### src/rtl/prog_loader_pkg.sv
// Shared command codes and loader state encoding for prog_loader and the
// simulation/FPGA tops that drive it.
package prog_loader_pkg;

  localparam logic [7:0] CmdImem  = 8'h01;
  localparam logic [7:0] CmdDmem  = 8'h02;
  localparam logic [7:0] CmdStart = 8'h03;

  typedef enum logic [2:0] {
    StIdle,
    StAddr,
    StLen,
    StData,
    StCsum,
    StDone
  } ldr_state_e;

endpackage

### src/rtl/ldr_word_asm.sv
// Little-endian byte-to-word assembler: the first byte received lands in the
// least significant position. word_o/done_o describe the word completed by this byte.
module ldr_word_asm #(
  parameter int unsigned W = 32
) (
  input  logic         clk_i,
  input  logic         rst_ni,
  input  logic         clr_i,
  input  logic         valid_i,
  input  logic [7:0]   byte_i,
  output logic [W-1:0] word_o,
  output logic         done_o
);

  localparam int unsigned NumBytes = W / 8;
  localparam int unsigned CntW     = (NumBytes > 1) ? $clog2(NumBytes) : 1;

  logic [W-1:0]    sh_q, sh_d;
  logic [CntW-1:0] cnt_q, cnt_d;

  always_comb begin
    sh_d   = sh_q;
    cnt_d  = cnt_q;
    done_o = 1'b0;
    if (clr_i) begin
      cnt_d = '0;
    end else if (valid_i) begin
      sh_d   = (sh_q >> 8) | (W'(byte_i) << (W - 8));
      done_o = (cnt_q == CntW'(NumBytes - 1));
      cnt_d  = done_o ? '0 : cnt_q + 1'b1;
    end
    word_o = sh_d;
  end

  always_ff @(posedge clk_i or negedge rst_ni) begin
    if (!rst_ni) begin
      sh_q  <= '0;
      cnt_q <= '0;
    end else begin
      sh_q  <= sh_d;
      cnt_q <= cnt_d;
    end
  end

endmodule

### src/rtl/prog_loader.sv
// Framed, checksummed UART program loader: decodes IMEM/DMEM/START frames,
// issues memory writes and holds the core in reset until a valid START.
module prog_loader
  import prog_loader_pkg::*;
#(
  parameter int unsigned ADDR_LEN    = 32,
  parameter int unsigned IMEM_W      = 128,
  parameter int unsigned IMEM_AW     = 9,
  parameter int unsigned DMEM_W      = 32,
  parameter int unsigned TIMEOUT_CYC = 1000000
) (
  input  logic                clk,
  input  logic                reset_x,
  input  logic [7:0]          rx_data,
  input  logic                rx_valid,
  output logic                rx_ready,
  output logic                imem_we,
  output logic [IMEM_AW-1:0]  imem_addr,
  output logic [IMEM_W-1:0]   imem_wdata,
  output logic                dmem_we,
  output logic [ADDR_LEN-1:0] dmem_addr,
  output logic [DMEM_W-1:0]   dmem_wdata,
  output logic                loading,
  output logic                done,
  output logic                err
);

  localparam int unsigned IBytes = IMEM_W / 8;
  localparam int unsigned DBytes = DMEM_W / 8;
  localparam int unsigned IShift = $clog2(IBytes);
  localparam int unsigned TmoW   = $clog2(TIMEOUT_CYC + 1);

  ldr_state_e          state_q, state_d;
  logic                is_imem_q, is_imem_d, is_start_q, is_start_d;
  logic [1:0]          fld_cnt_q, fld_cnt_d;
  logic [23:0]         fld_q, fld_d;
  logic [ADDR_LEN-1:0] baddr_q, baddr_d;
  logic [15:0]         len_q, len_d;
  logic [7:0]          csum_q, csum_d;
  logic [TmoW-1:0]     tmo_q, tmo_d;
  logic                rx_ready_q;
  logic                imem_we_q, imem_we_d, dmem_we_q, dmem_we_d;
  logic [IMEM_AW-1:0]  imem_addr_q, imem_addr_d;
  logic [IMEM_W-1:0]   imem_wdata_q, imem_wdata_d;
  logic [ADDR_LEN-1:0] dmem_addr_q, dmem_addr_d;
  logic [DMEM_W-1:0]   dmem_wdata_q, dmem_wdata_d;
  logic                loading_q, loading_d, done_q, done_d, err_q, err_d;

  logic                accept, in_frame, asm_clr, i_done, d_done;
  logic [IMEM_W-1:0]   i_word;
  logic [DMEM_W-1:0]   d_word;
  logic [15:0]         len_in;

  assign accept   = rx_valid & rx_ready_q;
  assign in_frame = (state_q == StAddr) || (state_q == StLen) ||
                    (state_q == StData) || (state_q == StCsum);
  assign asm_clr  = (state_q != StData);
  assign len_in   = {rx_data, fld_q[7:0]};

  ldr_word_asm #(.W(IMEM_W)) u_imem_asm (
    .clk_i   (clk),
    .rst_ni  (reset_x),
    .clr_i   (asm_clr),
    .valid_i (accept && (state_q == StData) && is_imem_q),
    .byte_i  (rx_data),
    .word_o  (i_word),
    .done_o  (i_done)
  );

  ldr_word_asm #(.W(DMEM_W)) u_dmem_asm (
    .clk_i   (clk),
    .rst_ni  (reset_x),
    .clr_i   (asm_clr),
    .valid_i (accept && (state_q == StData) && !is_imem_q),
    .byte_i  (rx_data),
    .word_o  (d_word),
    .done_o  (d_done)
  );

  always_comb begin
    state_d      = state_q;
    is_imem_d    = is_imem_q;
    is_start_d   = is_start_q;
    fld_cnt_d    = fld_cnt_q;
    fld_d        = fld_q;
    baddr_d      = baddr_q;
    len_d        = len_q;
    csum_d       = accept ? csum_q + rx_data : csum_q;
    tmo_d        = (in_frame && !accept) ? tmo_q + 1'b1 : '0;
    imem_we_d    = 1'b0;
    imem_addr_d  = imem_addr_q;
    imem_wdata_d = imem_wdata_q;
    dmem_we_d    = 1'b0;
    dmem_addr_d  = dmem_addr_q;
    dmem_wdata_d = dmem_wdata_q;
    done_d       = done_q;
    err_d        = err_q;

    case (state_q)
      StIdle: if (accept) begin
        csum_d     = rx_data;
        fld_cnt_d  = '0;
        is_imem_d  = (rx_data == CmdImem);
        is_start_d = (rx_data == CmdStart);
        if (rx_data == CmdImem || rx_data == CmdDmem) state_d = StAddr;
        else if (rx_data == CmdStart)                 state_d = StCsum;
        else                                          err_d   = 1'b1;
      end
      StAddr: if (accept) begin
        fld_cnt_d = fld_cnt_q + 1'b1;
        if (fld_cnt_q == 2'd3) begin
          baddr_d = ADDR_LEN'({rx_data, fld_q});
          state_d = StLen;
        end else begin
          fld_d[8*fld_cnt_q +: 8] = rx_data;
        end
      end
      StLen: if (accept) begin
        if (fld_cnt_q == 2'd0) begin
          fld_d[7:0] = rx_data;
          fld_cnt_d  = 2'd1;
        end else begin
          len_d     = len_in;
          fld_cnt_d = '0;
          state_d   = (len_in == 16'd0) ? StCsum : StData;
        end
      end
      StData: if (i_done || d_done) begin
        if (is_imem_q) begin
          imem_we_d    = 1'b1;
          imem_addr_d  = IMEM_AW'(baddr_q >> IShift);
          imem_wdata_d = i_word;
          baddr_d      = baddr_q + ADDR_LEN'(IBytes);
        end else begin
          dmem_we_d    = 1'b1;
          dmem_addr_d  = baddr_q;
          dmem_wdata_d = d_word;
          baddr_d      = baddr_q + ADDR_LEN'(DBytes);
        end
        len_d = len_q - 1'b1;
        if (len_q == 16'd1) state_d = StCsum;
      end
      StCsum: if (accept) begin
        if (csum_d != 8'd0) begin
          err_d   = 1'b1;
          state_d = StIdle;
        end else if (is_start_q) begin
          done_d  = 1'b1;
          state_d = StDone;
        end else begin
          state_d = StIdle;
        end
      end
      StDone: ;
      default: state_d = StIdle;
    endcase

    // The last idle cycle of the window aborts the frame.
    if (in_frame && !accept && tmo_q == TmoW'(TIMEOUT_CYC - 1)) begin
      err_d   = 1'b1;
      state_d = StIdle;
      tmo_d   = '0;
    end
    loading_d = ~done_d;
  end

  always_ff @(posedge clk or negedge reset_x) begin
    if (!reset_x) begin
      state_q      <= StIdle;
      is_imem_q    <= 1'b0;
      is_start_q   <= 1'b0;
      fld_cnt_q    <= '0;
      fld_q        <= '0;
      baddr_q      <= '0;
      len_q        <= '0;
      csum_q       <= '0;
      tmo_q        <= '0;
      rx_ready_q   <= 1'b0;
      imem_we_q    <= 1'b0;
      imem_addr_q  <= '0;
      imem_wdata_q <= '0;
      dmem_we_q    <= 1'b0;
      dmem_addr_q  <= '0;
      dmem_wdata_q <= '0;
      loading_q    <= 1'b1;
      done_q       <= 1'b0;
      err_q        <= 1'b0;
    end else begin
      state_q      <= state_d;
      is_imem_q    <= is_imem_d;
      is_start_q   <= is_start_d;
      fld_cnt_q    <= fld_cnt_d;
      fld_q        <= fld_d;
      baddr_q      <= baddr_d;
      len_q        <= len_d;
      csum_q       <= csum_d;
      tmo_q        <= tmo_d;
      rx_ready_q   <= 1'b1;
      imem_we_q    <= imem_we_d;
      imem_addr_q  <= imem_addr_d;
      imem_wdata_q <= imem_wdata_d;
      dmem_we_q    <= dmem_we_d;
      dmem_addr_q  <= dmem_addr_d;
      dmem_wdata_q <= dmem_wdata_d;
      loading_q    <= loading_d;
      done_q       <= done_d;
      err_q        <= err_d;
    end
  end

  assign rx_ready   = rx_ready_q;
  assign imem_we    = imem_we_q;
  assign imem_addr  = imem_addr_q;
  assign imem_wdata = imem_wdata_q;
  assign dmem_we    = dmem_we_q;
  assign dmem_addr  = dmem_addr_q;
  assign dmem_wdata = dmem_wdata_q;
  assign loading    = loading_q;
  assign done       = done_q;
  assign err        = err_q;

endmodule

### config.mk
export PLATFORM = sky130hd
export DESIGN_NAME = prog_loader
export DESIGN_NICKNAME = d
export VERILOG_FILES = /design/src/rtl/prog_loader_pkg.sv /design/src/rtl/ldr_word_asm.sv /design/src/rtl/prog_loader.sv
export SDC_FILE = /design/constraint.sdc
export NUM_CORES = 1
export LEC_CHECK = 0
export ABC_AREA = 1
export BUFFER_PORTS_ARGS = -buffer_cell sky130_fd_sc_hd__buf_2
export CORE_UTILIZATION = 55
export DETAILED_ROUTE_END_ITERATION = 12
export PLACE_DENSITY = 0.73
export RECOVER_POWER = 50
export SETUP_SLACK_MARGIN = 0.02
export SYNTH_ARGS = -nofsm -noshare
export SYNTH_HDL_FRONTEND = slang
export SYNTH_SLANG_ARGS = --single-unit
### constraint.sdc
create_clock -name clk -period 5.2 [get_ports clk]
set_input_delay 1.04 -clock clk [delete_from_list [all_inputs] [get_ports clk]]
set_output_delay 1.04 -clock clk [all_outputs]
set_load 0.05 [all_outputs]
==> insert_results.sql, run 1 <==
INSERT INTO impl_metrics (metric_group, metric, value, unit) VALUES
('setup_path', 'timing.critical_path.slowest_stage_cell', 'nand2_1', ''),
('sta', 'whs', '0.478', 'ns'),
('power', 'vdd.ir_drop.worst', '323', 'µV'),
('detailed_routing', 'detail_route.vias_per_cell', '5.48', ''),
('setup_path', 'path_delay_family', 'simple AND/OR/NAND/NOR gates', ''),
('sta', 'final_slew_violations', '147', ''),
('detailed_routing', 'postRouteWirelength', '50.3', 'mm'),
('power', 'pwr-share-clk', '0.437', ''),
('sta', 'finalWorstPathRequiredPeriod', '3.79', 'ns'),
('run', 'maxCapViolations', '3', ''),
('setup_path', 'worst_path_cell_chain', 'buf_2, nand2_1, clkbuf_1, nor2_4, nand2_1, nand3_2, nand2_4, inv_2, o211ai_1, o21ai_0', ''),
('grt', 'via_count_of_the_first_global_routing_pass', '16100', ''),
('sta', 'max_slew.worst_pin.slew', '3.04', 'ns'),
('power', 'power.switching_fraction', '0.247', ''),
('grt', 'grt_pass1_wl', '81.7', 'mm'),
('sta', 'timing.max_slew.rel_slack', '-1.03', ''),
('power', 'leakage', '12.4', 'nW'),
('cells_and_area', 'nNetsFinal', '2558', ''),
('floorplan', 'fp.dieW', '194', 'µm'),
('grt', 'overall_overflow_remaining_after_global_route', '0', ''),
('power', 'p_per_area', '346', 'nW/µm²'),
('setup_path', 'crit_path_frequent_cell', 'nand2_1', ''),
('clocking', 'clk_path_buf_depth', '3', ''),
('sta', 'timing.fmax', '264', 'MHz'),
('logic_synthesis', 'synth.yosys.warnings', '0', ''),
('sta', 'grt_setup_unrepaired', 'false', ''),
('logic_synthesis', 'synth_enable_flop_cells', '0', ''),
('outcome', 'violations_in_the_final_reports', 'capacitance limit, slew limit', ''),
('sta', 'final.setup_skew', '0.0296', 'ns'),
('logic_synthesis', 'synthArstFlopShare', '1.00', ''),
('sta', 'finalHoldViolCount', '0', ''),
('clocking', 'post-cts-setup-buffer-count', '0', ''),
('cells_and_area', 'register_area', '12000', 'µm²'),
('clocking', 'cts_repair_resize_count', '0', ''),
('cells_and_area', 'post_route_cells_drive_above_1_share', '0.111', ''),
('floorplan', 'starting_density', '0.558', ''),
('clocking', 'htree_levels', '2', ''),
('logic_synthesis', 'per_instance_average_area_after_synthesis', '8.69', 'µm²'),
('clocking', 'clkTransAtPathRegs', '0.06', 'ns'),
('cells_and_area', 'area_growth', '14.6', '%'),
('clocking', 'later_pin_clock_latency_in_the_skew_report', '0.59', 'ns'),
('detailed_routing', 'drtAntennaViolNets', '0', ''),
('cells_and_area', 'area_of_combinational_cells_with_multiple_inputs', '7260', 'µm²'),
('detailed_routing', 'detail_route.wl_per_cell', '16.6', 'µm'),
('floorplan', 'die_y', '194', 'µm'),
('setup_path', 'wp_buf_inv', '3', ''),
('clocking', 'clock_tree.root_cell', 'clkbuf_16', ''),
('placement', 'gp_routability_congestion', '0.897', ''),
('clocking', 'cts_tree', 'built', ''),
('floorplan', 'die_area', '37800', 'µm²'),
('power', 'reg_power_frac', '0.481', ''),
('logic_synthesis', 'synth_seq_cells', '480', ''),
('clocking', 'tritoncts_num_sinks', '480', ''),
('setup_path', 'setup.worst_path.class', 'in -> reg', ''),
('logic_synthesis', 'ys_types', '49', ''),
('cells_and_area', 'antenna-diode-count', '0', ''),
('logic_synthesis', 'synth_cells', '2343', ''),
('floorplan', 'ios', '218', ''),
('detailed_routing', 'first_pass_iters', '6', ''),
('setup_path', 'worstSetupStartpointType', 'input pin', ''),
('setup_path', 'crit_path_max_fanout', '32', ''),
('logic_synthesis', 'mappedNetlistNets', '2373', ''),
('worst_hold_path', 'worst_min_path_class', 'reg -> reg', ''),
('grt', 'track_usage', '0.267', ''),
('setup_path', 'cpPeakStageDelay', '0.86', 'ns'),
('grt', 'antenna_found_initial', '0', ''),
('cells_and_area', 'final_core_util', '0.639', ''),
('power', 'switching_power', '0.00200', 'W'),
('sta', 'final.period_utilization', '0.729', ''),
('placement', 'placed_cells_incl_taps', '2945', ''),
('outcome', 'status', 'finished with violations', '');
[sequential cells by signal, summed over array words and instances (netlist names), 2 cells and up, named ones only]
| signal | cells |
|---|---|
| imem_wdata | 128 |
| fld_cnt_q | 2 |
| fld_q | 24 |
| u_dmem_asm.cnt_q | 2 |
| dmem_wdata | 32 |
| tmo_q | 20 |
| u_imem_asm.cnt_q | 4 |
| imem_addr | 9 |
| baddr_q | 32 |
| state_q | 3 |
| u_dmem_asm.sh_q | 32 |
| dmem_addr | 32 |
| len_q | 16 |
| u_imem_asm.sh_q | 128 |
[tightest hold or removal path, cell delays in order, from the launching register on]
cell and delay [ns]:
dfrtp_1 0.34, nand2_1 0.05, nand2_1 0.06
[cell usage in the layout, fill, tap and decap left out, drive strengths merged, types with 2 or more instances in the layout]
master,netlist,final
o22ai,2,2
clkinvlp,0,5
nand4,21,21
buf,43,183
bufinv,0,4
nand2,800,800
ha,18,18
o21ai,176,176
nor4,4,4
a21oi,36,36
nor2,227,227
or2,5,5
a22oi,13,13
xnor2,6,6
nor3,19,19
a211oi,2,2
a32oi,2,2
xor2,23,23
o211ai,4,4
nand3b,4,4
inv,176,177
nor3b,2,2
a31oi,111,111
dfrtp,479,479
o31ai,6,6
nand3,95,95
clkbuf,57,115
clkinv,0,10
[per-stage QoR]
step           total power [W]  setup slack [ns]  area (µm²)
3_3_place_gp           0.00460              1.78       21800
5_1_grt                0.00838              1.19       23300
2_1_floorplan          0.00438              2.59       20400
4_1_cts                0.00815              2.24       23400
3_5_place_dp           0.00461              1.67       21800
6_report               0.00808              1.41       23300
[path summary, 6_finish.rpt]
| check | slack (ns) | depth (start not counted) | endpoint | startpoint |
|---|---|---|---|---|
| hold / removal | 0.48 | 2 | imem_wdata[15]$_DFFE_PN0P_ | imem_wdata[15]$_DFFE_PN0P_ |
| min in group asynchronous | 1.38 | 1 | imem_wdata[44]$_DFFE_PN0P_ | reset_x |
| max in group asynchronous | 1.97 | 1 | u_imem_asm.sh_q[106]$_DFF_PN0_ | reset_x |
| setup / recovery | 1.41 | 10 | baddr_q[15]$_DFFE_PN0P_ | rx_valid |
| setup reg to reg | 1.57 | 9 | baddr_q[15]$_DFFE_PN0P_ | rx_ready$_DFF_PN0_ |
| hold reg to reg | 0.48 | 2 | imem_wdata[15]$_DFFE_PN0P_ | imem_wdata[15]$_DFFE_PN0P_ |
[power by group through the flow]
stage | registers, W | clock network (W) | logic, W
6_report | 0.00388 | 0.00353 | 0.000661
4_1_cts | 0.00388 | 0.00360 | 0.000665
2_1_floorplan | 0.00393 | 0 | 0.000450
5_1_grt | 0.00389 | 0.00374 | 0.000749
3_3_place_gp | 0.00395 | 0 | 0.000649
3_5_place_dp | 0.00395 | 0 | 0.000661
[layout make-up]
type / count / share of cell area
flip-flops and latches: 480 / 0.515
repair buffers: 234 / 0.0518
multi-input cells: 1587 / 0.311
clock buffers: 64 / 0.0594
well taps: 468 / 0.0251
clock inverters: 20 / 0.00944
inverters: 176 / 0.0286
[cell families (layout without fill, tap and decap cells)]
family          Yosys count  count (layout)  synth area share
compound gates          359             359            0.0998
xor+xnor                 29              29            0.0125
fa+ha+maj                19              19            0.0120
buf+inv                 276             494            0.0534
flops                   480             480             0.590
other cells               1               1          0.000184
simple gates           1179            1179             0.232
[per-layer routing]
metal	GRT usage	wire length, µm	up-vias	share of wire
li1	-	-	7944	-
met1	0.363	22100	8077	0.44
met2	0.435	23900	490	0.47
met3	0.0545	3120	74	0.062
met4	0.0817	1200	0	0.024
met5	0	0	-	0
[cell usage after synthesis (2+ instances only)]
cell,n,area (µm²)
nor3b_2,2,25.0
inv_2,8,30.0
o22ai_1,2,12.5
nand2_2,3,18.8
a21oi_1,36,180
buf_4,2,15.0
buf_1,5,18.8
nand4_1,21,131
nor3_1,18,90.1
inv_1,168,631
nand3b_1,4,30.0
dfrtp_1,479,12000
xnor2_1,6,52.6
nor2_2,2,12.5
o21ai_0,146,731
buf_2,36,180
a32oi_1,2,17.5
a211oi_1,2,15.0
nand2_1,796,2990
nor2_4,2,22.5
or2_2,4,25.0
o21ai_1,30,150
o31ai_1,6,45.0
xor2_1,23,201
ha_1,18,225
o211ai_1,4,30.0
clkbuf_1,57,214
nand3_1,94,470
nor4_1,3,18.8
a31oi_1,111,694
a22oi_1,13,97.6
nor2_1,223,837
(Power assumes the default switching activity.)
==> run 2: changes to the inputs <==
Settings changed: CORE_UTILIZATION 55 to 53, PLACE_DENSITY 0.73 to 0.74.
Clock period 5.2 ns to 3.1 ns, I/O delays scaled along.
==> run 2 against run 1 <==
  * The flow still finishes with violations (capacitance limit, slew limit)
  * Clock skew decreased by 0.0028 ns
  * First-iteration DRC count grew 18%
  * Core utilization decreased by 0.82 points
  * Combinational power rose by 74%
  * Cell count up 2.3%
  * Worst setup slack worse by 0.95 ns
==> insert_results.sql, run 2 (synthesized netlist as in run 1, its figures left out) <==
INSERT INTO impl_metrics (metric_group, metric, value, unit) VALUES
('outcome', 'status', 'finished with violations', ''),
('outcome', 'violations_in_the_final_reports', 'capacitance limit, slew limit', ''),
('power', 'switching_power', '0.00345', 'W'),
('clocking', 'clk_path_buf_depth', '3', ''),
('grt', 'overall_overflow_remaining_after_global_route', '0', ''),
('cells_and_area', 'layout.filler_cells', '3228', ''),
('sta', 'whs', '0.353', 'ns'),
('cells_and_area', 'area_of_combinational_cells_with_multiple_inputs', '7260', 'µm²'),
('power', 'pwr-share-comb', '0.081', ''),
('sta', 'total_negative_slack', '0', 'ns'),
('floorplan', 'placeableCoreArea', '37800', 'µm²'),
('clocking', 'clock_tree.root_cell', 'clkbuf_16', ''),
('grt', 'grt_pass1_wl', '83.4', 'mm'),
('sta', 'timing.max_slew.rel_slack', '-0.0836', ''),
('power', 'p_per_area', '599', 'nW/µm²'),
('power', 'vdd.ir_drop.worst', '417', 'µV'),
('clocking', 'cts_made_buffers', '49', ''),
('power', 'leakage', '12.6', 'nW'),
('power', 'total_power', '0.0143', 'W'),
('floorplan', 'die_area', '39200', 'µm²'),
('cells_and_area', 'post_route_cells_drive_above_1_share', '0.120', ''),
('power', 'internal_power', '0.0108', 'W'),
('clocking', 'tritoncts_num_sinks', '480', ''),
('detailed_routing', 'first_pass_iters', '5', ''),
('power', 'power.switching_fraction', '0.242', ''),
('power', 'reg_power_frac', '0.457', ''),
('grt', 'track_usage', '0.270', ''),
('detailed_routing', 'postRouteWirelength', '51.6', 'mm'),
('detailed_routing', 'dr_total_vias', '16700', ''),
('placement', 'placed_cells_incl_taps', '3009', ''),
('worst_hold_path', 'worst_min_path_class', 'in -> reg', ''),
('cells_and_area', 'antenna-diode-count', '0', ''),
('cells_and_area', 'final_common_cell', 'nand2_1', ''),
('detailed_routing', 'drtAntennaViolNets', '0', ''),
('sta', 'grt_setup_unrepaired', 'false', ''),
('sta', 'final_slew_violations', '51', ''),
('clocking', 'htree_levels', '2', ''),
('cells_and_area', 'post_layout_nonfiller_instances', '3100', ''),
('grt', 'grt_start_max_net_pins', '87', ''),
('placement', 'gp_routability_congestion', '0.886', ''),
('sta', 'max_slew.worst_pin.slew', '1.63', 'ns'),
('floorplan', 'starting_density', '0.540', ''),
('setup_path', 'setup.worst_path.end_class', 'register', ''),
('setup_path', 'setup.worst_path.class', 'reg -> reg', ''),
('power', 'pwr-share-clk', '0.462', ''),
('cells_and_area', 'final_core_util', '0.631', ''),
('detailed_routing', 'detail_route.vias_per_cell', '5.39', ''),
('cells_and_area', 'area_growth', '16.9', '%'),
('cells_and_area', 'mostFrequentLayoutCells', 'nand2_1, dfrtp_1, nor2_1', ''),
('floorplan', 'fp.dieW', '198', 'µm'),
('clocking', 'clkTransAtPathRegs', '0.07', 'ns'),
('run', 'maxCapViolations', '1', ''),
('sta', 'final.period_utilization', '0.852', ''),
('floorplan', 'die_y', '198', 'µm'),
('detailed_routing', 'drtIter0Drc', '1441', ''),
('setup_path', 'crit_path_max_fanout', '20', ''),
('detailed_routing', 'detail_route.wl_per_cell', '16.6', 'µm'),
('placement', 'post-dp-hpwl', '35.5', 'mm'),
('sta', 'setup_violations', '0', ''),
('cells_and_area', 'nNetsFinal', '2580', ''),
('grt', 'via_count_of_the_first_global_routing_pass', '16100', ''),
('floorplan', 'placementRows', '71', ''),
('clocking', 'cts_repair_resize_count', '0', ''),
('sta', 'timing.fmax', '379', 'MHz'),
('setup_path', 'critPathRequiredTime', '3.62', 'ns'),
('sta', 'final.setup_skew', '0.0269', 'ns'),
('cells_and_area', 'register_area', '12000', 'µm²'),
('grt', 'antenna_found_initial', '0', ''),
('setup_path', 'timing.critical_path.arrival', '3.16', 'ns'),
('clocking', 'post-cts-setup-buffer-count', '0', ''),
('placement', 'buffer_ports.inserted', '217', ''),
('floorplan', 'ios', '218', ''),
('sta', 'finalHoldViolCount', '0', ''),
('clocking', 'cts_tree', 'built', ''),
('setup_path', 'worstSetupStartpointType', 'register', ''),
('sta', 'finalWorstPathRequiredPeriod', '2.64', 'ns'),
('detailed_routing', 'drcViolationCount', '0', ''),
('clocking', 'later_pin_clock_latency_in_the_skew_report', '0.60', 'ns');
==> run 2: cell count changes in the layout (fill, tap and decap cells not counted), sizes merged <==
cell,delta
clkbuf,+6
clkinvlp,+1
bufinv,+8
clkinv,+3
dlygate4sd3,+1
buf,+9
==> run 2: per-layer routing <==
layer  vias to the layer above  global-route usage  share of wire
met5                         -                   0              0
met4                         0               0.116          0.039
met3                       117              0.0513          0.069
met2                       557               0.418           0.46
met1                      8057               0.374           0.44
li1                       7990                   -              -
==> run 2: path summary, 6_finish.rpt <==
kind,cells after the start,slack (ns),start,endpoint
worst max-delay path,8,0.46,state_q[1]$_DFFE_PN0P_,len_q[11]$_DFFE_PN0P_
max in group asynchronous,4,0.60,reset_x,dmem_wdata[16]$_DFFE_PN0P_
worst min register to register,2,0.48,dmem_wdata[16]$_DFFE_PN0P_,dmem_wdata[16]$_DFFE_PN0P_
worst min-delay path,3,0.35,rx_data[6],register
min in group asynchronous,2,1.01,reset_x,u_imem_asm.sh_q[51]$_DFF_PN0_
worst max register to register,8,0.46,state_q[1]$_DFFE_PN0P_,len_q[11]$_DFFE_PN0P_
==> run 2: stage by stage <==
| step | setup WS (ns) | cell area [µm²] |
|---|---|---|
| 6_report | 0.459 | 23800 |
| 5_1_grt | 0.227 | 23800 |
| 4_1_cts | 0.589 | 24000 |
| 3_5_place_dp | 0.390 | 22100 |
| 3_3_place_gp | 0.461 | 22100 |
| 2_1_floorplan | 0.913 | 20400 |
==> run 2: power groups by stage <==
stage	clock (W)	combinational, W	sequential (W)
2_1_floorplan	0	0.000755	0.00659
3_3_place_gp	0	0.00113	0.00662
3_5_place_dp	0	0.00115	0.00662
4_1_cts	0.00671	0.00116	0.00651
5_1_grt	0.00694	0.00132	0.00653
6_report	0.00659	0.00115	0.00651
==> run 2: repair_timing <==
| action | CTS | global route |
|---|---|---|
| endpoints found under the hold margin | 45 | 0 |
| hold buffers | 1 | 0 |
| setup endpoints to repair | 0 | 0 |
==> run 2: cell type report <==
type,count,area share
tap,511,0.0268
clock inverter,32,0.0212
sequential,480,0.504
clock buffer,58,0.0554
timing repair buffer,256,0.0591
inverter,176,0.0281
multi-input combinational,1587,0.305
==> run 2: worst max-delay path, cell delays in order, from the launching register on <==
cell and delay [ns]:
dfrtp_1 0.44, nand2_1 0.16, nor2_4 0.06, inv_1 0.60, clkbuf_1 0.63, nand2_1 0.32
nand2_1 0.15, a21oi_1 0.05, a21oi_1 0.15
==> run 3: changes to the inputs <==
Settings changed: CORE_UTILIZATION 53 to 55, CTS_BUF_LIST from default to sky130_fd_sc_hd__clkbuf_4 sky130_fd_sc_hd__clkbuf_8, PLACE_DENSITY 0.74 to 0.76.
==> run 3 against run 2 <==
  * The flow still finishes with violations (capacitance limit, slew limit)
  * First-iteration DRC count down 4.4%
  * Wire length fell by 1.4%
  * Non-clock buffer count decreased by 8
  * Clock skew up 0.0055 ns
  * Largest power group is now sequential cells
  * Highest routed layer unchanged
==> insert_results.sql, run 3 (synthesized netlist as in run 1, its figures left out) <==
INSERT INTO impl_metrics (metric_group, metric, value, unit) VALUES
('detailed_routing', 'first_pass_iters', '5', ''),
('detailed_routing', 'drcViolationCount', '0', ''),
('sta', 'max_slew.worst_pin.slew', '2.32', 'ns'),
('clocking', 'post-cts-setup-buffer-count', '0', ''),
('cells_and_area', 'post_route_cells_drive_above_1_share', '0.131', ''),
('setup_path', 'setup.worst_path.end_class', 'register', ''),
('floorplan', 'placeableCoreArea', '36500', 'µm²'),
('placement', 'gp_routability_congestion', '0.883', ''),
('grt', 'grt_start_max_net_pins', '83', ''),
('cells_and_area', 'mostFrequentLayoutCells', 'nand2_1, dfrtp_1, nor2_1', ''),
('clocking', 'clock_tree.root_cell', 'clkbuf_8', ''),
('placement', 'dpl_worst_slack', '0.502', 'ns'),
('setup_path', 'crit_path_max_fanout', '28', ''),
('power', 'power.switching_fraction', '0.255', ''),
('power', 'internal_power', '0.0101', 'W'),
('cells_and_area', 'final_common_cell', 'nand2_1', ''),
('setup_path', 'worstReg2RegStart', 'state_q[2]$_DFFE_PN0P_', ''),
('detailed_routing', 'drtIter0Drc', '1377', ''),
('grt', 'antenna_found_initial', '0', ''),
('grt', 'grt_pass1_wl', '83.9', 'mm'),
('setup_path', 'worstSetupStartpointType', 'register', ''),
('detailed_routing', 'detail_route.vias_per_cell', '5.48', ''),
('clocking', 'later_pin_clock_latency_in_the_skew_report', '0.65', 'ns'),
('placement', 'buffer_ports.inserted', '217', ''),
('worst_hold_path', 'hold_start', 'rx_data[1]', ''),
('run', 'maxCapViolations', '1', ''),
('detailed_routing', 'detail_route.wl_per_cell', '16.4', 'µm'),
('worst_hold_path', 'worst_min_path_class', 'in -> reg', ''),
('sta', 'total_negative_slack', '0', 'ns'),
('cells_and_area', 'antenna-diode-count', '0', ''),
('sta', 'whs', '0.287', 'ns'),
('clocking', 'cts_repair_resize_count', '0', ''),
('cells_and_area', 'area_of_combinational_cells_with_multiple_inputs', '7250', 'µm²'),
('clocking', 'clkTransAtPathRegs', '0.07', 'ns'),
('sta', 'final.setup_skew', '0.0323', 'ns'),
('placement', 'placed_cells_incl_taps', '2959', ''),
('floorplan', 'die_y', '194', 'µm'),
('sta', 'timing.fmax', '395', 'MHz'),
('floorplan', 'fp.dieW', '194', 'µm'),
('setup_path', 'timing.critical_path.slowest_stage_cell', 'dfrtp_1', ''),
('worst_hold_path', 'timing.hold.worst_path_depth', '2', ''),
('power', 'reg_power_frac', '0.480', ''),
('setup_path', 'crit_path_start', 'state_q[2]$_DFFE_PN0P_', ''),
('clocking', 'cts_tree', 'built', ''),
('sta', 'setup_violations', '0', ''),
('clocking', 'post_cts_hold_buffer_count', '0', ''),
('floorplan', 'placementRows', '70', ''),
('sta', 'final.period_utilization', '0.817', ''),
('setup_path', 'critPathRequiredTime', '3.63', 'ns'),
('clocking', 'tritoncts_num_sinks', '480', ''),
('floorplan', 'die_area', '37800', 'µm²'),
('detailed_routing', 'dr_total_vias', '16900', ''),
('cells_and_area', 'post_layout_nonfiller_instances', '3094', ''),
('detailed_routing', 'drtAntennaViolNets', '0', ''),
('sta', 'final_slew_violations', '76', ''),
('floorplan', 'starting_density', '0.558', ''),
('power', 'pwr-share-comb', '0.085', ''),
('setup_path', 'setup.worst_path.class', 'reg -> reg', ''),
('power', 'pwr-share-clk', '0.435', ''),
('cells_and_area', 'register_area', '12000', 'µm²'),
('clocking', 'htree_levels', '3', ''),
('detailed_routing', 'postRouteWirelength', '50.8', 'mm'),
('setup_path', 'timing.critical_path.arrival', '3.07', 'ns'),
('cells_and_area', 'nNetsFinal', '2601', ''),
('clocking', 'clk_path_buf_depth', '3', ''),
('sta', 'timing.max_slew.rel_slack', '-0.545', ''),
('placement', 'post-dp-hpwl', '34.4', 'mm'),
('clocking', 'cts_made_buffers', '78', ''),
('cells_and_area', 'area_growth', '15.8', '%'),
('power', 'vdd.ir_drop.worst', '422', 'µV'),
('grt', 'via_count_of_the_first_global_routing_pass', '16600', ''),
('floorplan', 'ios', '218', ''),
('outcome', 'violations_in_the_final_reports', 'capacitance limit, slew limit', ''),
('power', 'leakage', '12.5', 'nW'),
('outcome', 'status', 'finished with violations', ''),
('sta', 'grt_setup_unrepaired', 'false', ''),
('setup_path', 'worst_path_cell_chain', 'nor2_4, nand2_1, nor2_1, nand2_1, buf_4, inv_6, buf_4, nor2_1, a31oi_1', ''),
('setup_path', 'depth_of_the_worst_register_to_register_path', '9', ''),
('cells_and_area', 'layout.filler_cells', '3023', ''),
('sta', 'final.setup.worst_slack', '0.567', 'ns'),
('power', 'total_power', '0.0136', 'W'),
('power', 'p_per_area', '576', 'nW/µm²'),
('power', 'switching_power', '0.00347', 'W'),
('setup_path', 'cpPeakStageDelay', '0.51', 'ns'),
('grt', 'track_usage', '0.275', ''),
('grt', 'overall_overflow_remaining_after_global_route', '0', ''),
('sta', 'finalWorstPathRequiredPeriod', '2.53', 'ns'),
('sta', 'finalHoldViolCount', '0', '');
-- run 3: area by class of cell --
class,instances,share of cell area
clock buffer,117,0.0638
tap,468,0.0248
multi-input combinational,1587,0.308
inverter,176,0.0283
clock inverter,18,0.00822
timing repair buffer,248,0.0580
sequential,480,0.509
-- run 3: power groups by stage --
| stage | Clock (W) | Sequential, W | Combinational [W] |
|---|---|---|---|
| finish | 0.00591 | 0.00652 | 0.00115 |
| global route | 0.00627 | 0.00653 | 0.00131 |
| CTS | 0.00601 | 0.00652 | 0.00115 |
| detailed placement | 0 | 0.00662 | 0.00114 |
| global placement | 0 | 0.00662 | 0.00112 |
| floorplan | 0 | 0.00659 | 0.000755 |
-- run 3: metrics by stage --
stage / instance area [µm²] / util
finish: 23600 / 0.646
global route: 23600 / 0.646
CTS: 23700 / 0.649
detailed placement: 22000 / 0.603
global placement: 22000 / 0.603
floorplan: 20400 / -
-- run 3: critical path, delay by kind of cell (launching register included) --
family                 cells  cell delay (ns)
and+or+nand+nor            5             0.91
buffers and inverters      3             0.84
DFF                        1             0.51
AOI/OAI and AO/OA          1             0.15
-- run 3: path summary, 6_finish.rpt --
| kind | to | slack, ns |
|---|---|---|
| worst max-delay path | imem_wdata[107]$_DFFE_PN0P_ | 0.57 |
| worst min-delay path | is_imem_q$_DFFE_PN0P_ | 0.29 |
| worst max register to register | imem_wdata[107]$_DFFE_PN0P_ | 0.57 |
| worst min register to register | imem_wdata[3]$_DFFE_PN0P_ | 0.48 |
| max in group asynchronous | u_imem_asm.sh_q[78]$_DFF_PN0_ | 1.02 |
| min in group asynchronous | imem_wdata[35]$_DFFE_PN0P_ | 0.68 |
-- run 3: layer usage --
| metal | share of wire | global-route usage | vias to the layer above |
|---|---|---|---|
| met2 | 0.47 | 0.438 | 638 |
| met4 | 0.030 | 0.102 | 0 |
| met5 | 0 | 0 | - |
| met1 | 0.43 | 0.376 | 8169 |
| li1 | - | - | 8041 |
| met3 | 0.072 | 0.0538 | 99 |
